`config.mk`:
```
export PLATFORM = sky130hd
export DESIGN_NAME = flt2int_seq
export DESIGN_NICKNAME = d
export VERILOG_FILES = /design/src/rtl/flt2int_seq.sv
export SDC_FILE = /design/constraint.sdc
export NUM_CORES = 1
export LEC_CHECK = 0
export BUFFER_PORTS_ARGS = -buffer_cell sky130_fd_sc_hd__buf_2
export CORE_ASPECT_RATIO = 0.6
export CORE_UTILIZATION = 39
export CTS_CLUSTER_SIZE = 25
export DETAILED_ROUTE_END_ITERATION = 10
export MAX_ROUTING_LAYER = met4
export SYNTH_ARGS = -nofsm -noshare
export SYNTH_HDL_FRONTEND = slang
export SYNTH_SLANG_ARGS = --single-unit
export TNS_END_PERCENT = 20
```
`constraint.sdc`:
```
create_clock -name CLK -period 2.8 [get_ports CLK]
set_clock_uncertainty 0.05 [all_clocks]
set_input_delay 0.56 -clock CLK [delete_from_list [all_inputs] [get_ports CLK]]
set_output_delay 0.56 -clock CLK [all_outputs]
set_load 0.02 [all_outputs]
```
`src/rtl/flt2int_seq.sv`:
```
// Sequential half-precision float to int16 converter: reads the float from
// data memory bytes 4/5, converts with an iterative shifter, writes bytes 6/7.
module flt2int_seq #(
    parameter int MEM_AW = 8
) (
    input  logic              CLK,
    input  logic              reset,
    input  logic              start,
    input  logic [7:0]        mem_rd_data,
    output logic [MEM_AW-1:0] mem_addr,
    output logic              mem_wr_en,
    output logic [7:0]        mem_wr_data,
    output logic              halt
);

    typedef enum logic [3:0] {
        IDLE   = 4'd0,
        ARMED  = 4'd1,
        RD_HI  = 4'd2,
        RD_LO  = 4'd3,
        DECODE = 4'd4,
        SHIFT  = 4'd5,
        FINAL  = 4'd6,
        WR_HI  = 4'd7,
        WR_LO  = 4'd8,
        DONE   = 4'd9
    } state_t;

    localparam logic [MEM_AW-1:0] ADDR_ZERO = MEM_AW'(0);
    localparam logic [MEM_AW-1:0] ADDR_F_HI = MEM_AW'(4);
    localparam logic [MEM_AW-1:0] ADDR_F_LO = MEM_AW'(5);
    localparam logic [MEM_AW-1:0] ADDR_R_HI = MEM_AW'(6);
    localparam logic [MEM_AW-1:0] ADDR_R_LO = MEM_AW'(7);

    state_t             state_r, state_next_s;
    logic [15:0]        flt_r, shreg_r, result_r, result_s;
    logic [3:0]         cnt_r, n_s;
    logic               left_r, sat_r, left_s, sat_s, zero_s;
    logic [4:0]         e_s;
    logic signed [5:0]  exp_s, diff_s;
    logic [10:0]        mant_s;
    logic [MEM_AW-1:0]  mem_addr_r;
    logic               mem_wr_en_r, halt_r;
    logic [7:0]         mem_wr_data_r;

    // Decode the captured float into shift count, direction and special cases
    always_comb begin
        e_s    = flt_r[14:10];
        exp_s  = $signed({1'b0, e_s}) - 6'sd15;
        mant_s = {|e_s, flt_r[9:0]};
        diff_s = 6'sd0;
        left_s = 1'b0;
        sat_s  = 1'b0;
        zero_s = 1'b0;
        if (exp_s < 6'sd0) begin
            zero_s = 1'b1;
        end else if (exp_s <= 6'sd10) begin
            diff_s = 6'sd10 - exp_s;
        end else if (exp_s <= 6'sd14) begin
            diff_s = exp_s - 6'sd10;
            left_s = 1'b1;
        end else begin
            sat_s = 1'b1;
        end
        n_s = diff_s[3:0];
    end

    // Signed result from the shifted magnitude; -0 wraps naturally to 0
    always_comb begin
        result_s = shreg_r;
        if (sat_r) begin
            result_s = flt_r[15] ? 16'h8000 : 16'h7FFF;
        end else if (flt_r[15]) begin
            result_s = ~shreg_r + 16'd1;
        end else begin
            result_s = shreg_r;
        end
    end

    // Next-state logic
    always_comb begin
        state_next_s = state_r;
        case (state_r)
            IDLE:    state_next_s = start ? ARMED : IDLE;
            ARMED:   state_next_s = start ? ARMED : RD_HI;
            RD_HI:   state_next_s = RD_LO;
            RD_LO:   state_next_s = DECODE;
            DECODE:  state_next_s = (n_s != 4'd0) ? SHIFT : FINAL;
            SHIFT:   state_next_s = (cnt_r <= 4'd1) ? FINAL : SHIFT;
            FINAL:   state_next_s = WR_HI;
            WR_HI:   state_next_s = WR_LO;
            WR_LO:   state_next_s = DONE;
            DONE:    state_next_s = start ? ARMED : DONE;
            default: state_next_s = IDLE;
        endcase
    end

    // State register
    always_ff @(posedge CLK) begin
        if (reset) begin
            state_r <= IDLE;
        end else begin
            state_r <= state_next_s;
        end
    end

    // Datapath: operand capture, iterative shifter and result latch
    always_ff @(posedge CLK) begin
        if (reset) begin
            flt_r    <= 16'd0;
            shreg_r  <= 16'd0;
            result_r <= 16'd0;
            cnt_r    <= 4'd0;
            left_r   <= 1'b0;
            sat_r    <= 1'b0;
        end else begin
            case (state_r)
                RD_HI:  flt_r[15:8] <= mem_rd_data;
                RD_LO:  flt_r[7:0]  <= mem_rd_data;
                DECODE: begin
                    shreg_r <= zero_s ? 16'd0 : {5'd0, mant_s};
                    cnt_r   <= n_s;
                    left_r  <= left_s;
                    sat_r   <= sat_s;
                end
                SHIFT: begin
                    shreg_r <= left_r ? (shreg_r << 1) : (shreg_r >> 1);
                    cnt_r   <= cnt_r - 4'd1;
                end
                FINAL:  result_r <= result_s;
                default: begin
                    cnt_r <= cnt_r;
                end
            endcase
        end
    end

    // Outputs are registered from the next state so reads see the address in-cycle
    always_ff @(posedge CLK) begin
        if (reset) begin
            mem_addr_r    <= ADDR_ZERO;
            mem_wr_en_r   <= 1'b0;
            mem_wr_data_r <= 8'd0;
            halt_r        <= 1'b0;
        end else begin
            halt_r <= (state_next_s == DONE);
            case (state_next_s)
                RD_HI: begin
                    mem_addr_r    <= ADDR_F_HI;
                    mem_wr_en_r   <= 1'b0;
                    mem_wr_data_r <= 8'd0;
                end
                RD_LO: begin
                    mem_addr_r    <= ADDR_F_LO;
                    mem_wr_en_r   <= 1'b0;
                    mem_wr_data_r <= 8'd0;
                end
                WR_HI: begin
                    mem_addr_r    <= ADDR_R_HI;
                    mem_wr_en_r   <= 1'b1;
                    mem_wr_data_r <= result_s[15:8];
                end
                WR_LO: begin
                    mem_addr_r    <= ADDR_R_LO;
                    mem_wr_en_r   <= 1'b1;
                    mem_wr_data_r <= result_r[7:0];
                end
                default: begin
                    mem_addr_r    <= ADDR_ZERO;
                    mem_wr_en_r   <= 1'b0;
                    mem_wr_data_r <= 8'd0;
                end
            endcase
        end
    end

    // Strobe is masked by reset so an interrupted write never lands
    assign mem_wr_en   = mem_wr_en_r & ~reset;
    assign mem_addr    = mem_addr_r;
    assign mem_wr_data = mem_wr_data_r;
    assign halt        = halt_r;

endmodule

```
; Yosys cells after proc, flatten, opt, wreduce, memory -nomap -nowiden
; Cells that the tools add are included.
[word_totals]
register_bits = 68
out_inout_bits = 18
elab_cells = 69
[op_classes]
n_addsub = 5
magnitude_cmp = 4
eq_ne = 14
mux = 26
bitwise = 3
n_reduce_logical = 5
[ops]
columns = cell, n
row1 = 2-to-1 mux 16 bit, 4
row2 = case mux 4 bit (10 select lines), 1
row3 = case mux 16 bit (2 select lines), 1
row4 = == test 4 x 3 -> 1 bit (second input constant), 5
row5 = adder 16 x 1 -> 16 bit (second input constant), 1
row6 = == test 4 x 2 -> 1 bit (second input constant), 4
row7 = == test 4 bit (second input constant), 4
row8 = 2-to-1 mux 4 bit, 4
row9 = inverter 16 bit, 1
row10 = case mux 8 bit (2 select lines), 1
row11 = <= comparator 6 x 5 -> 1 bit (second input constant), 2
row12 = case mux 3 bit (4 select lines), 1
row13 = 2-to-1 mux 11 bit, 1
row14 = 2-to-1 mux 1 bit, 9
row15 = case mux 4 bit (2 select lines), 1
row16 = < comparator 6 x 1 -> 1 bit (second input constant), 1
row17 = 2-to-1 mux 2 bit, 3
row18 = subtractor 5 x 4 -> 6 bit (second input constant), 1
row19 = OR reduction 5 bit, 1
row20 = == test 4 x 1 -> 1 bit (second input constant), 1
row21 = <= comparator 4 x 1 -> 1 bit (second input constant), 1
row22 = zero test 4 bit, 1
row23 = nonzero test 4 bit, 1
row24 = subtractor 4 x 1 -> 4 bit (second input constant), 1
row25 = 6 further kinds, 6

; Depth between registers and ports, before layout
; Gate-level depths: netlist of run 1.
[depth]
ltp_word = 11
mapped_depth = 11
mapped_depth_nobuf = 10

; Least setup slack after synthesis of run 1
; Ideal clock, no wire load.
[synth_path]
kind = reg-to-reg
start = register flt_r[10]
end = register state_r[1]
setup_ns = 0.115
t_arrival_ns = 2.227
required_time_ns = 2.635
path_slack_ns = 0.409
path_stages_with_launch = 12
path_buffers = 1
synth_period_minus_slack_ns = 2.391
path_cell_list = dfxtp_1 clkbuf_1 inv_1 ha_1 inv_1 ha_1 a21o_1 or3_1 o311a_1 nor2_1 nor3_1 o21a_1
[synth_between]
elab_chain_cells = 8
word_cells_on_any_way = 12
[synth_lines]
columns = element, line
row1 = start: declaration, 36  ; logic [15:0] flt_r, shreg_r, result_r, result_s;
row2 = start signal: assignment, 118  ; RD_HI: flt_r[15:8] <= mem_rd_data;
row3 = subtractor 5 x 4 -> 6 bit *, 49  ; exp_s = $signed({1'b0, e_s}) - 6'sd15;
row4 = <= comparator 6 x 5 -> 1 bit / subtractor 4 bit (equally long branches), "59, 60"
row5 = 2-to-1 mux 4 bit, 59  ; end else if (exp_s <= 6'sd14) begin
row6 = 2-to-1 mux 4 bit, 57  ; end else if (exp_s <= 6'sd10) begin
row7 = 2-to-1 mux 4 bit *, 55  ; if (exp_s < 6'sd0) begin
row8 = nonzero test 4 bit *, 88  ; DECODE: state_next_s = (n_s != 4'd0) ? SHIFT : FINAL;
row9 = 2-to-1 mux 2 bit *, 88
row10 = case mux 4 bit (10 select lines) *, 83  ; case (state_r)
row11 = end signal: assignment, 103  ; state_r <= state_next_s;
row12 = end: declaration, 35  ; state_t state_r, state_next_s;
; Mark *: on every way between the ends. The rest lies on a longest branch, timed or not.
; A chain may end at the register's enable or synchronous reset.

; Worst setup path in the final report of run 1
; Ends and elaborated chain as after synthesis.

==> results of run 1 <==
-- cells by family after synthesis --
logic type,count (synthesis)
simple gates,168
compound gates,114
flops,63
buf+inv,52
mux,29
fa+ha+maj,11
xor+xnor,4
other cells,1
-- final timing paths --
| kind | cells past startpoint | start | slack (ps) | end |
|---|---|---|---|---|
| max | 9 | flt_r[10] | 260 | state_r[1] |
| min | 2 | result_r[1] | 400 | result_r[1] |
| min reg2reg | 2 | result_r[1] | 400 | result_r[1] |
| max reg2reg | 9 | flt_r[10] | 260 | state_r[1] |
-- stage by stage --
| stage | instances | setup WS [ps] | hold slack [ps] | instance area, um2 | util |
|---|---|---|---|---|---|
| floorplan | 446 | 409 | 371 | 3580 | - |
| global placement | 549 | 334 | 392 | 3720 | 0.428 |
| detailed placement | 549 | 250 | 398 | 3720 | 0.428 |
| CTS | 565 | 237 | 405 | 4010 | 0.462 |
| global route | 565 | 24.6 | 434 | 4020 | 0.463 |
| finish | 565 | 259 | 405 | 4020 | 0.463 |
-- power by group --
part	internal, uW	switching [uW]	total (uW)	leakage (uW)
Combinational	75.4	134	209	0.000900
Clock	708	390	1100	0.000146
Sequential	914	22.6	937	0.000508
-- synthesized netlist by cell type (all sizes together) (3+ instances only) --
library cell,n,area share
or2,3,0.0053
nand2,43,0.045
a21oi,38,0.053
o41ai,3,0.0095
a311oi,3,0.0074
buf,10,0.019
or3,7,0.012
nor3,22,0.035
clkbuf,32,0.034
inv,10,0.011
ha,11,0.039
a31oi,5,0.0088
a211oi,15,0.033
o311ai,3,0.0074
nand2b,5,0.0088
a221oi,9,0.022
nor2b,6,0.011
o21ai,14,0.020
nand3,12,0.017
mux2,16,0.051
dfxtp,63,0.35
a21o,5,0.011
o211ai,4,0.0084
mux2i,13,0.037
nor2,54,0.059
-- sequential cells by signal, indices dropped and copies added, names as in the netlist --
signal,cells
flt_r,16
shreg_r,16
mem_wr_data,8
result_r,8
cnt_r,4
state_r,4
mem_addr,3
halt,1
left_r,1
mem_wr_en_r,1
sat_r,1
-- metal layers --
metal	up-vias	GRT usage	wire length, um
li1	1588	-	-
met2	75	0.232	3330
met1	1499	0.308	4970
met3	8	0.0449	468
met5	-	-	0
met4	0	0.0512	57
-- critical path, cell delays in order (launching register included) --
cell,delay [ps]
dfxtp_1,400
buf_4,190
inv_1,80
ha_1,360
nor2b_1,260
o22ai_1,240
a221o_1,380
o211ai_1,240
nor3_1,80
o21a_1,160
-- final cells by class --
cell class / instances / area (um2) / share of cell area
multi-input combinational: 331 / 2100 / 0.522
sequential: 63 / 1260 / 0.314
clock buffer: 12 / 246 / 0.0613
timing repair buffer: 33 / 190 / 0.0473
tap: 112 / 140 / 0.0349
clock inverter: 4 / 45.0 / 0.0112
inverter: 10 / 37.5 / 0.00934
-- repair_timing --
item	4_1_cts	5_1_grt
endpoints found under the setup margin	0	2
resized for setup	0	1
hold endpoints to repair	0	0
-- placed cells by master (no fill, tap or decap), types with 7 or more instances in the layout --
cell type / instances
o21ai_0: 8
buf_2: 23
inv_1: 8
clkbuf_16: 9
a211oi_1: 14
or3_1: 7
mux2_1: 10
nor2_1: 53
nor3_1: 19
ha_1: 11
mux2i_1: 13
nand3_1: 12
dfxtp_1: 63
nand2_1: 43
a21oi_1: 38
buf_4: 10
a221oi_1: 9
==> metrics.txt, run 1 <==
fin. max-slew vios 0; hold violation total from the final report 0; Worst-path clk slew 50 ps; Critical Path AT 2720 ps; Req. time, crit path 2980 ps; largest fanout on the critical path 7; filler cell count 877; drt via density 5.61; number of global-route vias before repair 2663; synth warn 0; total track usage 0.194; starting density of the core 0.410; final setup vio count 0; hold buffers post-CTS 0; Synth Area in Compound Gates 0.217; Worst-Margin Slew 947 ps; diodes inserted 0; Routed WL 8.83 mm; failing checks design-rule violations; XOR/XNOR Fraction of Synth Area 0.00984; Final nets 470; gr ovfl total 0; Die ar. 9530 um2; FP Rows 26; die width 125 um; CTS Sinks 63; Slew headroom 0.368; Antenna Nets Post-Route 0; Synth Area per Inst 8.06 um2; DRC Markers 5; Num CTS Buffers 9; Leak Pwr 0.00155 uW; Die Height 76.0 um; layout cells sized above 1 0.139; Setup CP Type reg -> reg; clk root buf clkbuf_16; fraction of registers with async set/reset 0; number of I/O pins 29; Seq cells post-synth 63; startpoint types flip-flop; clock buffer depth 2; Sum Neg Setup Slack 0 ps; largest family of logic cells by synthesized area simple AND/OR/NAND/NOR gates; synthesized-area fraction occupied by and/or/nand/nor cells 0.229; Iteration-0 DRC Markers 253; fin crit period 2540 ps; Post-Synth Adder-Cell Area 0.0387; Clock Latency Late Sink 330 ps; top achievable clock speed 394 MHz; prevailing post-synth register cell dfxtp_1; post-synthesis mux area share 0.0871; post-synthesis sequential area ratio 0.354; GP Congestion 0.833; postcts setup bufs 0; largest net degree at the start of global routing 65; Max Cap Violations 0; global-route wire length before repair 14.2 mm; Worst Setup End Kind flip-flop; Tot Pwr 2240 uW; crit share post-route 0.907; DR pass1 iterations 7; synthesis-to-layout area growth 12.9%; Post-synth EDFFs 0; core area 8690 um2; Post-Syn Area 3560 um2; total vias in the final route 3170; RSZ-0062 raised after global routing no; Avg WL per Cell 15.6 um; H-tree levels 3; Hold WC Path Type reg -> reg; Netlist cell types 65; PwrDens 559 nW/um2; Cells after Synth 442; maximum vdd drop 0.296 mV; # port buffers 23; outcome complete, but fails checks; CTS tree built; post-DP HPWL 6.22 mm; antenna violations before repair 0
No activity file was read; power rests on OpenSTA's default activity.
==> inputs of run 2 (changes only) <==
Settings changed: CORE_UTILIZATION 39 to 30.
==> metrics.txt, run 2 (same netlist as run 1, synthesis figures left out) <==
outcome finished, final reports clean (was complete, but fails checks); Routed WL 9.17 mm (was 8.83 mm); Die ar. 12300 um2 (was 9530 um2); R2R Setup Slk 220 ps (was 260 ps); PnR worst setup slack 220 ps (was 259 ps); starting density of the core 0.312 (was 0.410); Iteration-0 DRC Markers 310 (was 253); r2r endpoint halt (was state_r[1]); diodes inserted 0 (unchanged); Num CTS Buffers 9 (unchanged); maximum vdd drop 0.280 mV (was 0.296 mV); synthesis-to-layout area growth 14.8% (was 12.9%); gr ovfl total 0 (unchanged); postcts setup bufs 0 (unchanged); FP Rows 30 (was 26); post-DP HPWL 6.57 mm (was 6.22 mm); busiest grt layer met1 (unchanged); post-CTS sizing 0 (unchanged); H-tree levels 3 (unchanged); Regs by FF count flt_r x16, shreg_r x16 (unchanged); R2R depth 9 (unchanged); DR pass1 iterations 5 (was 7); dpl ws 250 ps (about the same); total vias in the final route 3172 (was 3170); worst reg2reg startpoint flt_r[10] (unchanged); most frequent cells in the layout dfxtp_1 (63), nor2_1 (53), nand2_1 (43) (unchanged); startpoint types flip-flop (unchanged); hold violation total from the final report 0 (unchanged); layout cells sized above 1 0.139 (about the same); crit path max-delay cell type a211oi_2 (was dfxtp_1); Req. time, crit path 2950 ps (was 2980 ps); Hold WC Path Type reg -> reg (unchanged); Worst Setup SP flt_r[10] (unchanged); CP cell instances buf_4 -> inv_1 -> ha_1 -> ha_1 -> a211oi_2 -> a221o_1 -> o211ai_1 -> o21ai_1 -> nor3_1 (was buf_4 -> inv_1 -> ha_1 -> nor2b_1 -> o22ai_1 -> a221o_1 -> o211ai_1 -> nor3_1 -> o21a_1); Max Cap Violations 0 (unchanged); fin. max-slew vios 0 (unchanged); met3 Usage GRT 0.0448 (was 0.0449); Worst-path clk slew 50 ps (about the same); Worst Hold End mem_wr_data[3] (was result_r[1]); CTS tree built (unchanged); PwrDens 567 nW/um2 (was 559 nW/um2); crit share post-route 0.921 (was 0.907); CTS Sinks 63 (unchanged); Setup CP Type reg -> reg (unchanged); fin crit period 2580 ps (was 2540 ps); # port buffers 23 (unchanged); number of global-route vias before repair 2737 (was 2663); Die Height 86.4 um (was 76.0 um); Critical Path AT 2730 ps (was 2720 ps); Avg WL per Cell 15.0 um (was 15.6 um); Clock Latency Late Sink 330 ps (about the same); CP Buf/Inv Count 2 (unchanged); Hold Path Depth 2 (unchanged); core area 11400 um2 (was 8690 um2); Sum Neg Setup Slack 0 ps (unchanged); met1 usage 0.246 (was 0.308); grt met2 use 0.198 (was 0.232); most frequent CP cell ha_1; total track usage 0.162 (was 0.194); top achievable clock speed 388 MHz (was 394 MHz); RSZ-0062 raised after global routing no (unchanged); Final nets 469 (was 470); filler cell count 1212 (was 877); clk root buf clkbuf_16 (unchanged); hold buffers post-CTS 0 (unchanged); clock buffer depth 2 (unchanged); antenna violations before repair 0 (unchanged); die width 143 um (was 125 um); Worst Setup End Kind flip-flop (unchanged); final setup vio count 0 (unchanged); drt via density 5.18 (was 5.61); global-route wire length before repair 14.7 mm (was 14.2 mm); largest fanout on the critical path 10 (was 7); Worst-Margin Slew 962 ps (was 947 ps); CP top delay family compound AO/OA/AOI/OAI gates (unchanged); Leak Pwr 0.00155 uW (about the same); commonest non-fill, non-tap cell in the layout dfxtp_1 (unchanged); critical path's largest stage delay 530 ps (was 400 ps); DRC Markers 0 (was 5); number of I/O pins 29 (unchanged); largest net degree at the start of global routing 46 (was 65); min-delay src result_r[3] (was result_r[1]); Slew headroom 0.359 (was 0.368); Antenna Nets Post-Route 0 (unchanged); GP Congestion 0.851 (was 0.833)
run 2: cell types whose count changed in the layout (fill, tap and decap cells not counted), sizes merged:
cell / before / now
buf: 33 / 32
bufinv: 1 / 2
clkbuf: 12 / 10
clkinv: 3 / 2
clkinvlp: 0 / 2
run 2: layout make-up:
cell class | count | area, um2 | share of cell area
inverter | 10 | 37.5 | 0.00919
clock inverter | 6 | 85.1 | 0.0208
tap | 160 | 200 | 0.0490
sequential | 63 | 1260 | 0.309
clock buffer | 10 | 229 | 0.0560
timing repair buffer | 32 | 183 | 0.0447
multi-input combinational | 331 | 2090 | 0.512
run 2: routing by layer:
layer  up-vias  part of all wire  routed length (um)
met5         -                 0                   0
met4         0             0.011                 104
met3        10             0.067                 615
met2       111              0.38                3460
met1      1462              0.54                4990
li1       1589                 -                   -
run 2: power breakdown:
group,switching [uW],leakage (uW),internal [uW],total (uW)
Combinational,133,0.000893,75.2,208
Sequential,25.3,0.000508,914,939
Clock,396,0.000148,775,1170
run 2: tightest hold or removal path, cell delays in order, from the launching register on:
cell     delay (ps)
dfxtp_1         310
nand2_1          50
a21oi_1          50
run 2: how the worst max path moves through the flow:
| stage | end | cells past startpoint |
|---|---|---|
| 2_1_floorplan | state_r[1] | 11 |
| 3_3_place_gp | halt | 9 |
| 3_5_place_dp | halt | 9 |
| 4_1_cts | halt | 9 |
| 5_1_grt | halt | 9 |
| 6_report | halt | 9 |
run 2: stage by stage:
stage	cells	total power (uW)	cell area (um2)	util	hold WS (ps)
2_1_floorplan	446	1120	3580	-	371
3_3_place_gp	596	1160	3770	0.331	396
3_5_place_dp	596	1160	3770	0.331	405
4_1_cts	612	2340	4090	0.358	412
5_1_grt	612	2420	4090	0.358	436
6_report	612	2320	4090	0.358	413
